==> src/rtl/bist_controller.sv <==
// bist_controller
//   On-chip BIST engine sitting between the chip pins and the circuit under
//   test (CUT). In functional mode the pins pass straight through; in BIST
//   mode an LFSR drives the CUT and a MISR compacts its outputs. At the end of
//   the run the signature is compared against GOLDEN_SIG.
//
// Ports
//   clk        system clock, rising edge
//   rst        asynchronous reset, active high
//   bistmode   1 = run BIST, 0 = functional mode
//   pi         functional primary inputs
//   cut_pi     CUT inputs: pi while IDLE, LFSR value otherwise
//   cut_po     CUT outputs, compacted into the MISR
//   bistdone   run complete, held high in DONE
//   bistpass   signature matched GOLDEN_SIG (valid while bistdone=1)
//   signature  current MISR contents (debug)
module bist_controller #(
  parameter int                   PI_WIDTH     = 35,
  parameter int                   PO_WIDTH     = 49,
  parameter int                   NUM_PATTERNS = 2000,
  parameter int                   CUT_LATENCY  = 0,
  parameter logic [PI_WIDTH-1:0]  LFSR_SEED    = 35'h0_0000_0001,
  parameter logic [PI_WIDTH-1:0]  LFSR_POLY    = 35'h5_0000_0000,
  parameter logic [PO_WIDTH-1:0]  MISR_POLY    = 49'h0_0200_0000_0001,
  parameter logic [PO_WIDTH-1:0]  GOLDEN_SIG   = 49'h0
) (
  input  logic                clk,
  input  logic                rst,
  input  logic                bistmode,
  input  logic [PI_WIDTH-1:0] pi,
  output logic [PI_WIDTH-1:0] cut_pi,
  input  logic [PO_WIDTH-1:0] cut_po,
  output logic                bistdone,
  output logic                bistpass,
  output logic [PO_WIDTH-1:0] signature
);

  localparam logic [1:0] IDLE = 2'd0;
  localparam logic [1:0] RUN  = 2'd1;
  localparam logic [1:0] CMP  = 2'd2;
  localparam logic [1:0] DONE = 2'd3;

  // Counter spans the whole RUN phase (patterns plus latency tail) without wrapping.
  localparam int CNT_W = $clog2(NUM_PATTERNS + CUT_LATENCY + 1);
  localparam logic [CNT_W-1:0] NUM_PAT_C  = CNT_W'(NUM_PATTERNS);
  localparam logic [CNT_W-1:0] RUN_LAST_C = CNT_W'(NUM_PATTERNS + CUT_LATENCY - 1);

  // An all-zero seed would lock the LFSR, so it is replaced by 1.
  localparam logic [PI_WIDTH-1:0] SEED = (LFSR_SEED == '0) ? PI_WIDTH'(1) : LFSR_SEED;

  logic [1:0]           state;
  logic [PI_WIDTH-1:0]  lfsr;
  logic [PI_WIDTH-1:0]  lfsr_next;
  logic [PO_WIDTH-1:0]  misr;
  logic [PO_WIDTH-1:0]  misr_next;
  logic [CNT_W-1:0]     cnt;
  logic                 vld_in;
  logic [CUT_LATENCY:0] vld_pipe;

  assign cut_pi    = (state == IDLE) ? pi : lfsr;
  assign signature = misr;

  assign lfsr_next = (lfsr >> 1) ^ (lfsr[0] ? LFSR_POLY : '0);
  assign misr_next = ((misr << 1) ^ (misr[PO_WIDTH-1] ? MISR_POLY : '0)) ^ cut_po;

  // A pattern is "issued" in each of the first NUM_PATTERNS RUN cycles; its
  // response reaches the MISR CUT_LATENCY cycles later. The latency tail issues
  // nothing, so exactly NUM_PATTERNS captures happen per run.
  assign vld_in = (state == RUN) && (cnt < NUM_PAT_C);

  generate
    if (CUT_LATENCY == 0) begin : g_no_lat
      assign vld_pipe = vld_in;
    end else begin : g_lat
      logic [CUT_LATENCY-1:0] vld_q;
      assign vld_pipe = {vld_q, vld_in};
      // Flushed outside RUN so an aborted run cannot leak captures into the next one.
      always_ff @(posedge clk or posedge rst) begin
        if (rst)                vld_q <= '0;
        else if (state != RUN)  vld_q <= '0;
        else                    vld_q <= vld_pipe[CUT_LATENCY-1:0];
      end
    end
  endgenerate

  always_ff @(posedge clk or posedge rst) begin
    if (rst) begin
      state    <= IDLE;
      lfsr     <= SEED;
      misr     <= '0;
      cnt      <= '0;
      bistdone <= 1'b0;
      bistpass <= 1'b0;
    end else begin
      case (state)
        IDLE: begin
          if (bistmode) begin
            state <= RUN;
            lfsr  <= SEED;
            misr  <= '0;
            cnt   <= '0;
          end
        end
        RUN: begin
          if (!bistmode) begin
            state <= IDLE;
          end else begin
            lfsr <= lfsr_next;
            cnt  <= cnt + 1'b1;
            if (vld_pipe[CUT_LATENCY]) misr <= misr_next;
            if (cnt == RUN_LAST_C)     state <= CMP;
          end
        end
        CMP: begin
          if (!bistmode) begin
            state <= IDLE;
          end else begin
            bistpass <= (misr == GOLDEN_SIG);
            bistdone <= 1'b1;
            state    <= DONE;
          end
        end
        default: begin
          // DONE: everything frozen until bistmode drops.
          if (!bistmode) begin
            state    <= IDLE;
            bistdone <= 1'b0;
            bistpass <= 1'b0;
          end
        end
      endcase
    end
  end

endmodule
==> config.mk <==
export PLATFORM = sky130hd
export DESIGN_NAME = bist_controller
export DESIGN_NICKNAME = d
export VERILOG_FILES = /design/src/rtl/bist_controller.sv
export SDC_FILE = /design/constraint.sdc
export NUM_CORES = 1
export LEC_CHECK = 0
export CAP_MARGIN = 30
export CORE_MARGIN = 5
export CORE_UTILIZATION = 41
export CTS_CLUSTER_DIAMETER = 30
export DETAILED_ROUTE_END_ITERATION = 8
export GPL_ROUTABILITY_DRIVEN = 0
export PLACE_DENSITY = 0.86
export RECOVER_POWER = 50
export SLEW_MARGIN = 20
export SYNTH_ARGS = -nofsm -noshare
export SYNTH_HDL_FRONTEND = slang
export SYNTH_SLANG_ARGS = --single-unit
==> constraint.sdc <==
create_clock -name clk -period 3.1 [get_ports clk]
set_clock_uncertainty 0.15 [all_clocks]
set_input_delay 0.62 -clock clk [delete_from_list [all_inputs] [get_ports clk]]
set_output_delay 0.62 -clock clk [all_outputs]
set_load 0.01 [all_outputs]
Yosys cells after proc, flatten, opt, wreduce, memory -nomap -nowiden
Cells that the tools add are included.

Register bits after elaboration: 99. Logic and storage cells: 55.

Add/sub/neg operators: 1. Order comparisons: 1. Equal/unequal tests: 10. Mux-type cells: 24. Bitwise gates (word level): 4. Reductions and logical operators: 9.

Operator list (count): $mux W49 (3); $mux W35 (4); $pmux W49 S2 (1); $pmux W35 S2 (1); $logic_not A49 Y1 (1); $xor A49 B42 Y49 (1); $xor A49 B49 Y49 (1); $mux W42 (1); $xor A34 B35 Y35 (1); $mux W11 (2); $pmux W11 S2 (1); $add A11 B1 Y11 const B (1); $eq A11 B11 Y1 const B (1); $lt A11 B11 Y1 const B (1); $mux W2 (5); $reduce_and A3 Y1 (3); $ne A2 B2 Y1 const B (4); $pmux W2 S3 (1); $ne A4 B1 Y1 const B (1); $pmux W1 S2 (2); $reduce_and A4 Y1 (1); $mux W1 (3); $ne A3 B2 Y1 const B (1); $eq A2 B1 Y1 const B (1); 7 further kinds (7).

Logic depth before layout (Yosys ltp)
Depth in word-level cells: 6. Gate-level depth with buffers: 9. Mapped depth without buffers: 6.

Least setup slack after synthesis
OpenSTA, ideal clock, no wires.

Path type: reg-to-output. Start point: register state[0]. End point: output cut_pi[10]. Data arrival time: 1625 ps. Data required time: 2330 ps. Slack: 705 ps. Cell stages (with the launch flop): 6. Buffers on the path: 2. Path through: dfrtp_1 inv_1 ha_1 buf_1 buf_2 mux2_2.

Longest elaborated chain between the ends: 2.

RTL lines: start: declaration (RTL line 51) `logic [1:0] state;`; start signal: assignment (RTL line 88) `state <= IDLE;`; start signal: assignment (RTL line 98) `state <= RUN;`; start signal: assignment (RTL line 106) `state <= IDLE;`; $logic_not A2 Y1 (RTL line 60) `assign cut_pi = (state == IDLE) ? pi : lfsr;`; $mux W35 (RTL line 60); end: declaration (RTL line 31) `output logic [PI_WIDTH-1:0] cut_pi,`.

No other way between the ends.

Final worst setup path
Start point: register state[1]. End point: output cut_pi[8].

The elaborated chain is that of the path after synthesis.

==> results.json <==
{
  "status": "completed",
  "final-setup-viol-count": 0,
  "path_buf_inv": 3,
  "antenna_found_initial": 0,
  "synth_top_area_cell": "dfrtp_1",
  "dieArea_mm2": 0.01447,
  "layout_min_cycle_time_ns": 2.903,
  "hold_class": "flop to flop",
  "crit_path_cell_trace": "inv_1 > ha_4 > buf_4 > mux2_2 > clkdlybuf4s50_1",
  "postRouteAntennaNets": 0,
  "ctsHoldBuffers": 0,
  "cts_buffers": 9,
  "synth.area.mux_share_pct": 8.528,
  "synthAdderAreaFrac_pct": 1.505,
  "p_leak_nw": 3.261,
  "vias": 4278,
  "end_kind": "primary output",
  "synth_edf_count": 0,
  "dp_cells": 785,
  "io_pins": 173,
  "htreeDepth": 3,
  "cts_tree": "built",
  "grt_pass1_wl_um": 21130,
  "clk_pin_slew_ns": 0.07,
  "drt-initial-drc-count": 222,
  "slew_viol_final": 0,
  "relSlewSlack_pct": 16.25,
  "viasPerCell": 5.314,
  "synth.area.top_cells": "dfrtp_1, xor2_1, nand2_1, mux2_2, a22o_1",
  "wl_um": 13540,
  "layout.cells.non_filler": 805,
  "tns_ns": 0,
  "rows": 40,
  "netlist_instances": 488,
  "finalCritPeriodShare_pct": 93.64,
  "cts_root_buffer": "clkbuf_16",
  "antenna_cells": 0,
  "first_pass_iters": 5,
  "cp_data_arrival_time_ns": 2.13,
  "drc": 0,
  "synth_nets": 581,
  "final_nets": 746,
  "grt_pass1_vias": 4222,
  "yosys_warnings": 0,
  "tightest_slew_ns": 1.249,
  "hpwlAfterDp_um": 9676,
  "portBuffers": 172,
  "synth_ff_type": "dfrtp_1",
  "die_height_um": 120.3,
  "finalHoldViolations": 0,
  "core_area_mm2": 0.01196,
  "avgSynthCellArea_um2": 10.22,
  "synth_top_family_by_area": "compound AO/OA/AOI/OAI gates",
  "synth_top_area_share_pct": 49.16,
  "grt-ovfl-total": 0,
  "synth-simple-area-share_pct": 12.64,
  "critPathMaxStageDelay_ns": 0.48,
  "syn_area_mm2": 0.004989,
  "synth_compound_area_share_pct": 15.32,
  "synth_cell_types": 40,
  "ys_seq_elements": 99,
  "powerDensity_mw_per_mm2": 910.8,
  "crit_path_top_delay_cell": "clkdlybuf4s50_1",
  "yosysSeqAreaShare_pct": 49.69,
  "grtUsageTotal_pct": 17.94,
  "max_freq_mhz": 344.5,
  "rsz0062_at_grt": "no",
  "start_util_pct": 41.71,
  "routedWlPerCell_um": 16.82,
  "required_ns": 2.33,
  "fp.dieW_um": 120.3,
  "clk-insertion-delay-late_ns": 0.34,
  "grt_max_degree": 99,
  "cp_top_family": "buffers and inverters",
  "area_growth_pct": 44.75,
  "yosys-top-cells-count": "nand2_1, dfrtp_1, xor2_1",
  "drive_gt1_share_pct": 11.55,
  "cts_sinks": 99,
  "critPathKind": "flop to primary output",
  "peakVddDrop_mv": 0.4489,
  "clock_path_buffers": 2,
  "fill_cells": 991,
  "synth_xor_area_share_pct": 9.305,
  "crit_fanout": 8,
  "synth.most_common_cell": "nand2_1",
  "synthArstFlopShare_pct": 100.0,
  "cap_violations": 0,
  "crit_path_start_kind": "flop"
}
cells by family after synthesis:
group	count (synthesis)
AND/OR/NAND/NOR	144
flip-flops	99
adder cells (fa/ha/maj)	6
multiplexers	38
XOR/XNOR	53
buffers and inverters	35
AO/OA/AOI/OAI	113
where the power goes:
part | switching, W | leakage [nW] | internal, W
Clock | 0.000495 | 0.146 | 0.000630
Combinational | 0.00158 | 1.78 | 0.00169
Sequential | 0.000491 | 1.34 | 0.00170
Total | 0.00256 | 3.26 | 0.00402
worst paths after layout:
path	from	to	slack (ns)	depth (start not counted)
hold / removal	cnt[9]	cnt[9]	0.37	1
min in group asynchronous	rst	lfsr[29]	0.85	2
hold reg to reg	cnt[9]	cnt[9]	0.37	1
max in group asynchronous	rst	signature[43]	0.49	3
setup reg to reg	state[1]	lfsr[10]	0.49	6
setup / recovery	state[1]	cut_pi[8]	0.20	5
registers in the layout, indices dropped and copies added, names as in the netlist:
signal	count
bistdone	1
bistpass	1
cnt	11
lfsr	35
signature	49
state	2
cells in the final DEF (no fill, tap or decap), types with 3 or more instances in the layout:
cell type and count:
a22o_1 36, nand4_1 6, dlygate4sd3_1 43, nand2_1 110
nor2_1 4, o21ai_1 41, clkdlybuf4s50_1 129, xor2_1 49
nor4_1 11, mux2_2 36, ha_1 4, buf_4 7
xnor2_1 4, o31ai_1 3, nand3_1 3, clkbuf_16 10
dfrtp_1 98, inv_1 3, o21ai_0 20
final cells by class:
class                           count  area (um^2)  area share [%]
Clock inverter                      7        73.82           1.022
Clock buffer                        9        225.2           3.119
Timing Repair Buffer              185         1856           25.70
Tap cell                          147        183.9           2.547
Sequential cell                    99         2479           34.33
Inverter                            4        16.27          0.2253
Multi-Input combinational cell    354         2387           33.06
routing by layer:
layer	share of wire [%]	routed length [um]	track usage (%)	up-vias
li1	-	-	-	2036
met1	43	5791	22.43	2048
met2	49	6698	30.87	173
met3	6.0	812	4.303	21
met4	1.7	235	5.453	0
met5	0	0	0	-
through the flow:
step                cell area, um^2  hold WS [ns]  util (%)  total power (W)  setup WS, ns
detailed placement             6893        0.3583     57.63         0.005485        0.1178
global route                   7221        0.4049     60.37         0.007017       0.08027
floorplan                      4992        0.3177         -         0.003919        0.7053
global placement               6878        0.3428     57.50         0.005349        0.2117
CTS                            7202        0.3743     60.21         0.006659       0.02516
finish                         7221        0.3721     60.37         0.006577        0.1973
what timing repair did:
item	in CTS	in global routing
setup endpoints to repair	35	35
setup buffers	0	4
gates resized for setup	1	0
Power figures use the tool's default switching activity.
